**config.mk**
```make
export PLATFORM = sky130hd
export DESIGN_NAME = camera_cfg_seq
export DESIGN_NICKNAME = d
export VERILOG_FILES = /design/src/rtl/camera_cfg_pkg.sv /design/src/rtl/camera_cfg_seq_wait_cnt.sv /design/src/rtl/camera_cfg_seq.sv
export SDC_FILE = /design/constraint.sdc
export NUM_CORES = 1
export LEC_CHECK = 0
export CAP_MARGIN = 20
export CORE_ASPECT_RATIO = 0.6
export CORE_MARGIN = 1
export CORE_UTILIZATION = 48
export DETAILED_ROUTE_END_ITERATION = 10
export PLACE_DENSITY = 0.88
export SKIP_LAST_GASP = 1
export SYNTH_ARGS = -nofsm -noshare
export SYNTH_HDL_FRONTEND = slang
export SYNTH_SLANG_ARGS = --single-unit
export TNS_END_PERCENT = 5
```
**constraint.sdc**
```tcl
create_clock -name clock_i2c -period 3.3 [get_ports clock_i2c]
set_input_delay 0.33 -clock clock_i2c [delete_from_list [all_inputs] [get_ports clock_i2c]]
set_output_delay 0.33 -clock clock_i2c [all_outputs]
set_load 0.02 [all_outputs]
```
**src/rtl/camera_cfg_pkg.sv**
```systemverilog
// Shared constants and helpers for the camera register-configuration sequencer.
// The optional retry feature is built when CAMERA_CFG_RETRY_EN is defined.
package camera_cfg_pkg;

    typedef logic [2:0] cfg_state_t;

    localparam cfg_state_t ST_PWR_WAIT = 3'd0;
    localparam cfg_state_t ST_FETCH    = 3'd1;
    localparam cfg_state_t ST_LOAD     = 3'd2;
    localparam cfg_state_t ST_XFER     = 3'd3;
    localparam cfg_state_t ST_CHECK    = 3'd4;
    localparam cfg_state_t ST_DELAY    = 3'd5;
    localparam cfg_state_t ST_DONE     = 3'd6;

    localparam int unsigned DEV_MSB     = 32'd31;
    localparam int unsigned DEV_LSB     = 32'd24;
    localparam int unsigned DLY_MSB     = 32'd15;
    localparam logic [7:0]  DELAY_TAG   = 8'h00;
    localparam int unsigned PWR_DLY_DEF = 32'd1024;

    // A zero device address marks an inline delay entry rather than a bus write
    function automatic logic is_delay_entry(input logic [31:0] word);
        return (word[DEV_MSB:DEV_LSB] == DELAY_TAG);
    endfunction

    // Counter preload giving exactly N cycles in DELAY, with N=0 treated as one cycle
    function automatic logic [15:0] delay_load(input logic [31:0] word);
        logic [15:0] n;
        n = word[DLY_MSB:0];
        if (n == 16'd0) begin
            return 16'd0;
        end else begin
            return n - 16'd1;
        end
    endfunction

endpackage

```
**src/rtl/camera_cfg_seq_wait_cnt.sv**
```systemverilog
// Loadable down-counter with zero flag, shared by the power-up wait and delay entries.
module cfg_wait_cnt #(
    parameter int unsigned W       = 32'd16,
    parameter logic [W-1:0] RST_VAL = {W{1'b0}}
) (
    input  logic         clock_i2c,
    input  logic         camera_rstn,
    input  logic         load,
    input  logic [W-1:0] load_val,
    output logic         zero
);

    logic [W-1:0] cnt_r;

    // Count down to zero and park there until the next load
    always_ff @(posedge clock_i2c or negedge camera_rstn) begin
        if (!camera_rstn) begin
            cnt_r <= RST_VAL;
        end else if (load) begin
            cnt_r <= load_val;
        end else if (cnt_r != {W{1'b0}}) begin
            cnt_r <= cnt_r - {{(W-1){1'b0}}, 1'b1};
        end else begin
            cnt_r <= cnt_r;
        end
    end

    assign zero = (cnt_r == {W{1'b0}});

endmodule

```
**src/rtl/camera_cfg_seq.sv**
```systemverilog
// Camera register-table sequencer driving the i2c_com write engine.
// Define CAMERA_CFG_RETRY_EN to re-attempt NACKed entries up to MAX_RETRY times.
module camera_cfg_seq
    import camera_cfg_pkg::*;
#(
    parameter int unsigned REG_NUM   = 32'd200,
    parameter int unsigned IDX_W     = 32'd8,
    parameter int unsigned PWR_DLY   = PWR_DLY_DEF,
    parameter int unsigned MAX_RETRY = 32'd3
) (
    input  logic             clock_i2c,
    input  logic             camera_rstn,
    input  logic             cfg_go,
    output logic [IDX_W-1:0] lut_index,
    input  logic [31:0]      lut_data,
    output logic [31:0]      i2c_data,
    output logic             start,
    input  logic             tr_end,
    input  logic             ack,
    output logic             cfg_busy,
    output logic             cfg_done,
    output logic             cfg_err,
    output logic [IDX_W-1:0] err_index
);

    localparam logic [IDX_W-1:0] LAST_IDX = IDX_W'(REG_NUM - 32'd1);

    if ((REG_NUM > (32'd1 << IDX_W)) || (MAX_RETRY > 32'd15)) begin : g_param_check
        $error("camera_cfg_seq: parameter out of range");
    end

    cfg_state_t  state_r;
    cfg_state_t  state_s;
    cfg_state_t  adv_state_s;
    logic        load_ph_r;
    logic        advance_s;
    logic        fail_s;
    logic        wait_load_s;
    logic [15:0] wait_val_s;
    logic        wait_zero_s;
    logic        go_s;

    assign go_s        = (state_r == ST_DONE) && cfg_go;
    assign adv_state_s = (lut_index == LAST_IDX) ? ST_DONE : ST_FETCH;

`ifdef CAMERA_CFG_RETRY_EN
    localparam int unsigned RTY_W = $clog2(MAX_RETRY + 32'd2);
    logic [RTY_W-1:0] retry_cnt_r;

    // Re-attempts of the current entry; cleared whenever the table advances
    always_ff @(posedge clock_i2c or negedge camera_rstn) begin
        if (!camera_rstn) begin
            retry_cnt_r <= {RTY_W{1'b0}};
        end else if (advance_s) begin
            retry_cnt_r <= {RTY_W{1'b0}};
        end else if ((state_r == ST_CHECK) && (state_s == ST_LOAD)) begin
            retry_cnt_r <= retry_cnt_r + {{(RTY_W-1){1'b0}}, 1'b1};
        end else begin
            retry_cnt_r <= retry_cnt_r;
        end
    end
`endif

    // Next-state decode, plus table advance and failure strobes
    always_comb begin
        state_s     = state_r;
        advance_s   = 1'b0;
        fail_s      = 1'b0;
        wait_load_s = 1'b0;
        wait_val_s  = delay_load(lut_data);
        case (state_r)
            ST_PWR_WAIT: begin
                if (wait_zero_s) begin
                    state_s = ST_FETCH;
                end else begin
                    state_s = ST_PWR_WAIT;
                end
            end
            ST_FETCH: begin
                if (is_delay_entry(lut_data)) begin
                    state_s     = ST_DELAY;
                    wait_load_s = 1'b1;
                end else begin
                    state_s = ST_LOAD;
                end
            end
            ST_LOAD: begin
                if (load_ph_r) begin
                    state_s = ST_XFER;
                end else begin
                    state_s = ST_LOAD;
                end
            end
            ST_XFER: begin
                if (tr_end) begin
                    state_s = ST_CHECK;
                end else begin
                    state_s = ST_XFER;
                end
            end
            ST_CHECK: begin
                if (!ack) begin
                    advance_s = 1'b1;
                    state_s   = adv_state_s;
                end
`ifdef CAMERA_CFG_RETRY_EN
                else if (retry_cnt_r < RTY_W'(MAX_RETRY)) begin
                    state_s = ST_LOAD;
                end
`endif
                else begin
                    fail_s    = 1'b1;
                    advance_s = 1'b1;
                    state_s   = adv_state_s;
                end
            end
            ST_DELAY: begin
                if (wait_zero_s) begin
                    advance_s = 1'b1;
                    state_s   = adv_state_s;
                end else begin
                    state_s = ST_DELAY;
                end
            end
            ST_DONE: begin
                if (cfg_go) begin
                    state_s = ST_FETCH;
                end else begin
                    state_s = ST_DONE;
                end
            end
            default: begin
                state_s = ST_PWR_WAIT;
            end
        endcase
    end

    cfg_wait_cnt #(
        .W       (32'd16),
        .RST_VAL (16'(PWR_DLY - 32'd1))
    ) u_wait_cnt (
        .clock_i2c   (clock_i2c),
        .camera_rstn (camera_rstn),
        .load        (wait_load_s),
        .load_val    (wait_val_s),
        .zero        (wait_zero_s)
    );

    // State and all outputs are registered from the next-state decode
    always_ff @(posedge clock_i2c or negedge camera_rstn) begin
        if (!camera_rstn) begin
            state_r   <= ST_PWR_WAIT;
            load_ph_r <= 1'b0;
            lut_index <= {IDX_W{1'b0}};
            i2c_data  <= 32'h0000_0000;
            start     <= 1'b0;
            cfg_busy  <= 1'b0;
            cfg_done  <= 1'b0;
            cfg_err   <= 1'b0;
            err_index <= {IDX_W{1'b0}};
        end else begin
            state_r   <= state_s;
            load_ph_r <= (state_r == ST_LOAD) && !load_ph_r;
            start     <= (state_s == ST_XFER) || (state_s == ST_CHECK);
            cfg_busy  <= (state_s != ST_DONE);
            cfg_done  <= (state_s == ST_DONE);

            if ((state_r == ST_FETCH) && !is_delay_entry(lut_data)) begin
                i2c_data <= lut_data;
            end else begin
                i2c_data <= i2c_data;
            end

            if (go_s) begin
                lut_index <= {IDX_W{1'b0}};
            end else if (advance_s && (lut_index != LAST_IDX)) begin
                lut_index <= lut_index + {{(IDX_W-1){1'b0}}, 1'b1};
            end else begin
                lut_index <= lut_index;
            end

            // Only the first failure since reset or restart records its index
            if (go_s) begin
                cfg_err   <= 1'b0;
                err_index <= {IDX_W{1'b0}};
            end else if (fail_s) begin
                cfg_err   <= 1'b1;
                err_index <= cfg_err ? err_index : lut_index;
            end else begin
                cfg_err   <= cfg_err;
                err_index <= err_index;
            end
        end
    end

endmodule
```
==> results of run 1 <==
==> power groups by stage <==
stage                     Combinational (uW)  Sequential, uW  Clock, uW
final                                   1930            1620       1050
after global routing                    2060            1660       1090
after CTS                               1940            1610       1060
after detailed placement                1920            1620          0
after global placement                  1870            1590          0
after floorplan                          769            1890          0
==> routing by layer <==
| metal | vias to the layer above | global-route usage, % |
|---|---|---|
| li1 | 1339 | - |
| met1 | 1453 | 34.0 |
| met2 | 125 | 39.6 |
| met3 | 12 | 5.94 |
| met4 | 0 | 8.55 |
| met5 | - | 0 |
==> placed cells by master, fill, tap and decap left out, types with 2 or more instances in the layout <==
master	count
nor3_2	3
nor4_4	2
xor2_1	14
dfrtp_1	62
nor3b_1	3
clkinvlp_4	2
nand2_1	21
inv_1	7
clkbuf_16	9
nand3b_1	2
o22ai_1	14
nand4b_1	2
nand4_1	5
buf_4	6
bufinv_16	2
a22o_1	6
ha_1	4
or3_1	4
nor2b_1	6
mux2_2	32
mux2i_1	5
a21oi_1	9
o21ai_0	6
nor2_1	26
or4_4	2
clkdlybuf4s50_1	87
nor3_1	9
xnor2_1	19
nand3_1	13
dfstp_2	10
nor4_1	3
==> flip-flops by register name (all words and copies together), names as in the netlist <==
register / flops
u_wait_cnt.cnt_r: 16
lut_index: 8
cfg_done: 1
cfg_err: 1
load_ph_r: 1
i2c_data: 32
state_r: 3
cfg_busy: 1
err_index: 8
start: 1
==> cell type report <==
cell class,count,area (sq um)
Clock buffer,10,229
Inverter,7,26.3
Timing Repair Buffer,95,931
Fill cell,496,2040
Tap cell,87,109
Multi-Input combinational cell,228,1660
Clock inverter,6,92.6
Sequential cell,72,1810
==> kinds of logic (layout without fill, tap and decap cells) <==
kind of cell / after synthesis / count (layout) / share of synthesized area [%]
buf+inv: 16 / 118 / 2.15
simple gates: 109 / 109 / 17.1
fa+ha+maj: 4 / 4 / 1.41
compound gates: 45 / 45 / 8.50
flops: 72 / 72 / 51.1
xor+xnor: 33 / 33 / 8.15
mux: 37 / 37 / 11.6
==> worst reg2reg max path: stages (launching register included) <==
cell     delay [ns]
dfrtp_1        0.50
inv_1          0.19
nand2_1        0.17
nor3_2         0.80
buf_4          0.42
mux2_2         0.38
==> metrics by stage <==
| stage | instance area (sq um) | instances | total power (uW) | util (%) | hold WS [ns] |
|---|---|---|---|---|---|
| CTS | 4860 | 505 | 4610 | 70.4 | 0.424 |
| global placement | 4530 | 488 | 3460 | 65.6 | 0.244 |
| floorplan | 3550 | 316 | 2660 | - | 0.0344 |
| global route | 4860 | 505 | 4820 | 70.4 | 0.459 |
| finish | 4860 | 505 | 4600 | 70.4 | 0.428 |
| detailed placement | 4530 | 488 | 3540 | 65.6 | 0.244 |
==> worst max path at each step <==
stage,from,end,slack [ns],cells past startpoint
final,state_r[1]$_DFF_PN0_,i2c_data[24]$_DFFE_PN0P_,0.73,5
after global routing,state_r[1]$_DFF_PN0_,i2c_data[23]$_DFFE_PN0P_,0.61,5
after CTS,state_r[1]$_DFF_PN0_,i2c_data[24]$_DFFE_PN0P_,0.71,5
after detailed placement,lut_data[26],i2c_data[31]$_DFFE_PN0P_,0.52,6
after global placement,lut_data[26],i2c_data[27]$_DFFE_PN0P_,0.60,6
after floorplan,u_wait_cnt.cnt_r[0]$_DFFE_PN1P_,u_wait_cnt.cnt_r[2]$_DFFE_PN1P_,1.36,8
==> repair_timing <==
action                    CTS  global route
hold endpoints to repair    7             0
hold buffers                1             0
resized for setup           0             0
==> metrics.cfg, run 1 <==
[detailed_routing]
topRoutingLayerUsed = met4
wirelength_met1_um = 4320
routed_wl_um = 9150
vias_per_cell = 5.80
vias = 2929
met3_length_um = 604
drc = 0
ant_nets = 0
met2_length_um = 4120
drt_iter0_markers = 175
wl_per_cell_um = 18.1
firstDrtPassIters = 5

[clocking]
cts_tree = yes
cts_setup_buffers = 0
clkSinkCount = 72
clk_pin_slew_worst_paths_ns = 0.06
cts_buffers = 9
clock_latency_ns = 0.34
cts_buffer_depth = 2
h-tree-depth = 3
cts-root-buf = clkbuf_16

[setup_path]
critPathRequiredTime_ns = 3.51
setup.worst_path.end_class = register
reg2reg_from = state_r[1]$_DFF_PN0_
cp_cell_sequence = inv_1 > nand2_1 > nor3_2 > buf_4 > mux2_2
r2r_end = i2c_data[24]$_DFFE_PN0P_
rrSetupSlack_ns = 0.73
cp.buffers_inverters = 2
crit_family = simple AND/OR/NAND/NOR gates
cpPeakStageDelay_ns = 0.80
timing_worst_setup_path_type = register to register
startpoint_type = register
critical_path.slowest_cell = nor3_2
crit_fanout = 20
cp.arrival_ns = 2.78
ff2ff_path_depth = 5

[logic_synthesis]
yosys_register_bits = 72
synth.area.top_cells = dfrtp_1 44%, mux2_2 10%, dfstp_2 7.4%, xnor2_1 4.7%, xor2_1 3.5%
netlist_top_cells_count = 62 x dfrtp_1, 32 x mux2_2, 26 x nor2_1
async_flop_share_pct = 100
synth-main-ff-cell = dfrtp_1
synth_nets = 357
yosysUniqueCellTypes = 49
syn_area_sq_um = 3550
synth-seq-area-share_pct = 51.1
syn_avg_cell_area_sq_um = 11.2
synth_top_area_cell = dfrtp_1
ys_warn_count = 0
synthCells = 316
yosysTopAreaCellShare_pct = 43.7
synth_edf_count = 0
synth_most_common_cell = dfrtp_1

[place]
dp_slack_ns = 0.524
hpwlAfterDp_um = 6530
port-buffer-count = 88
place_congestion = 0.875

[timing]
slew_headroom_pct = 32.0
rsz0062_at_grt = false
hold_viol = 0
tightestPinTransition_ns = 1.01
period_needed_ns = 2.57
slew_violations = 0
period_share_pct = 77.8
fin_setup_tns_ns = 0
skew_ns = 0.00748
setup_violations = 0
max_freq_ghz = 0.390
setup_slack_ns = 0.734

[finish]
drive_gt1_share_pct = 17.9
syn_to_final_growth_pct = 37.1
nets = 454
num_antenna_cells = 0

[grt]
grt_use_total_pct = 24.9
grt_antenna_before_repair = 0
grt_pass1_wl_um = 14500
grt_pass1_vias = 2816
gr-total-overflow = 0
grt_start_max_net_pins = 35

[power]
leakage_uw = 0.00191
peakVddDrop_mv = 0.506
internal-power_uw = 2950
p_comb_share_pct = 42.0
switchingPower_uw = 1650
seqPwrFrac_pct = 35.2
clkPwrFrac_pct = 22.7
p_per_area_nw_per_um2 = 946
switching_share_pct = 35.9

[worst_hold_path]
holdCritPathClass = input port to asynchronous set/reset pin

[die]
num_rows = 23
start_util_pct = 51.4
die_h_um = 68.6
io_pins = 89
die-area_sq_um = 7750
die_w_um = 113
core_area_sq_um = 6910

[outcome]
status = complete, no violations

[job]
drv_cap = 0

Power figures use the tool's default switching activity.
==> inputs of run 2 (changes only) <==
Clock period 3.3 ns to 2.42 ns, I/O delays scaled along.
==> run 2 against run 1 <==
Critical path depth is 3 higher. Highest routed layer unchanged. Critical path type unchanged. Sequential power is 35% higher. Final area is 3.7% higher. Largest cell class unchanged.
==> metrics.cfg, run 2 (same netlist as run 1, synthesis figures left out) <==
[power]
p_comb_share_pct = 42.4
peakVddDrop_mv = 0.788
seqPwrFrac_pct = 33.2
switchingPower_uw = 2280
leakage_uw = 0.00201
power_uw = 6560
p_per_area_nw_per_um2 = 1300
internal-power_uw = 4290
switching_share_pct = 34.7
clkPwrFrac_pct = 24.5

[outcome]
status = complete, no violations

[timing]
max_freq_ghz = 0.461
setup_slack_ns = 0.252
fin_setup_tns_ns = 0
hold_viol = 0
setup_violations = 0
slew_headroom_pct = 49.0
rsz0062_at_grt = false
skew_ns = 0.00852
tightestPinTransition_ns = 0.761
slew_violations = 0
period_share_pct = 89.6
hold_ws_ns = 0.488
period_needed_ns = 2.17

[detailed_routing]
firstDrtPassIters = 5
wl_per_cell_um = 18.8
vias_per_cell = 5.80
vias = 3016
drc = 0
drt_iter0_markers = 316
routed_wl_um = 9800
ant_nets = 0

[setup_path]
crit_fanout = 17
reg2reg_from = u_wait_cnt.cnt_r[0]$_DFFE_PN1P_
ff2ff_path_depth = 8
setup.worst_path.end_class = register
startpoint_type = register
timing_worst_setup_path_type = register to register
cp.arrival_ns = 2.38
critPathRequiredTime_ns = 2.63
rrSetupSlack_ns = 0.25
r2r_end = lut_index[3]$_DFFE_PN0P_

[finish]
layout_common_cells = 87 x clkdlybuf4s50_1, 62 x dfrtp_1, 32 x mux2_2, 26 x nor2_1, 21 x nand2_1
layout_commonest_cell = clkdlybuf4s50_1
top_regs = i2c_data x32, u_wait_cnt.cnt_r x16
nets = 469
largest_reg_flops = 32
syn_to_final_growth_pct = 42.2
num_antenna_cells = 0
top_register = i2c_data
register_area_sq_um = 1810
design_area_sq_um = 5050
n_fill_cell = 457
multi_input_area_sq_um = 1670
drive_gt1_share_pct = 20.8

[clocking]
cts-root-buf = clkbuf_16
h-tree-depth = 3
clock_latency_ns = 0.33
cts_buffers = 9
clk_pin_slew_worst_paths_ns = 0.06
clkSinkCount = 72
cts_buffer_depth = 2
cts_tree = yes

[die]
die_w_um = 113
io_pins = 89
die-area_sq_um = 7750
core_area_sq_um = 6910
num_rows = 23
start_util_pct = 51.4
die_h_um = 68.6

[place]
hpwlAfterDp_um = 6550
dpl-instance-area_sq_um = 4670
port-buffer-count = 88
dp_slack_ns = 0.0947
place_congestion = 0.869

[grt]
grt_start_max_net_pins = 45
gr-total-overflow = 0
grt_pass1_vias = 2936
grt_antenna_before_repair = 0
grt_pass1_wl_um = 15500
grt_use_total_pct = 27.0

[worst_hold_path]
holdCritPathClass = input port to asynchronous set/reset pin

[job]
drv_cap = 0

## run 2: cell count changes in the layout (fill, tap and decap cells not counted)
cell and delta:
a21oi_1 -1, clkinvlp_4 -2, buf_4 +13, buf_12 +2
clkbuf_1 +1, a21oi_2 +1, inv_6 -1, bufinv_16 +2
## run 2: worst max path at each step
stage | cells past startpoint | start | slack [ns] | end
finish | 8 | u_wait_cnt.cnt_r[0]$_DFFE_PN1P_ | 0.25 | lut_index[3]$_DFFE_PN0P_
global route | 8 | u_wait_cnt.cnt_r[0]$_DFFE_PN1P_ | 0.08 | lut_index[3]$_DFFE_PN0P_
CTS | 8 | u_wait_cnt.cnt_r[0]$_DFFE_PN1P_ | 0.21 | lut_index[2]$_DFFE_PN0P_
detailed placement | 6 | lut_data[26] | 0.09 | i2c_data[7]$_DFFE_PN0P_
global placement | 6 | lut_data[29] | 0.15 | i2c_data[11]$_DFFE_PN0P_
floorplan | 8 | u_wait_cnt.cnt_r[0]$_DFFE_PN1P_ | 0.48 | u_wait_cnt.cnt_r[2]$_DFFE_PN1P_
## run 2: critical path, cell delays in order (launching register included)
cell and delay, ns:
dfstp_2 0.38, inv_1 0.05, ha_1 0.21, nor4b_1 0.31
nand4_1 0.25, buf_4 0.28, a211oi_1 0.33, xnor2_1 0.18
nor2_1 0.07
## run 2: what timing repair did
item,CTS,global route
hold endpoints to repair,28,0
hold buffers,1,0
resized for setup,0,1
buffers inserted,0,0
setup endpoints to repair,0,1
## run 2: layout make-up
cell class / count / area share, %
flip-flops and latches: 72 / 36.0
multi-input cells: 228 / 33.0
repair buffers: 110 / 21.2
clock buffers: 11 / 4.61
clock inverters: 5 / 2.55
well taps: 87 / 2.16
inverters: 7 / 0.521
## run 2: power groups by stage
stage	clock network [uW]	registers [uW]	logic, uW
2_1_floorplan	0	2580	1050
6_report	1610	2180	2780
5_1_grt	1680	2250	2950
4_1_cts	1620	2170	2780
3_5_place_dp	0	2160	2720
3_3_place_gp	0	2140	2640
## run 2: routing by layer
metal / vias to the layer above / routed length (um) / track usage, %
met5: - / 0 / 0
met4: 0 / 161 / 10.4
met3: 19 / 758 / 6.03
met2: 149 / 4500 / 42.3
met1: 1481 / 4380 / 37.3
li1: 1367 / - / -
## run 2: through the flow
| stage | util (%) | std cells |
|---|---|---|
| 4_1_cts | 73.0 | 520 |
| 5_1_grt | 73.1 | 520 |
| 2_1_floorplan | - | 316 |
| 3_5_place_dp | 67.6 | 503 |
| 6_report | 73.1 | 520 |
| 3_3_place_gp | 67.6 | 503 |
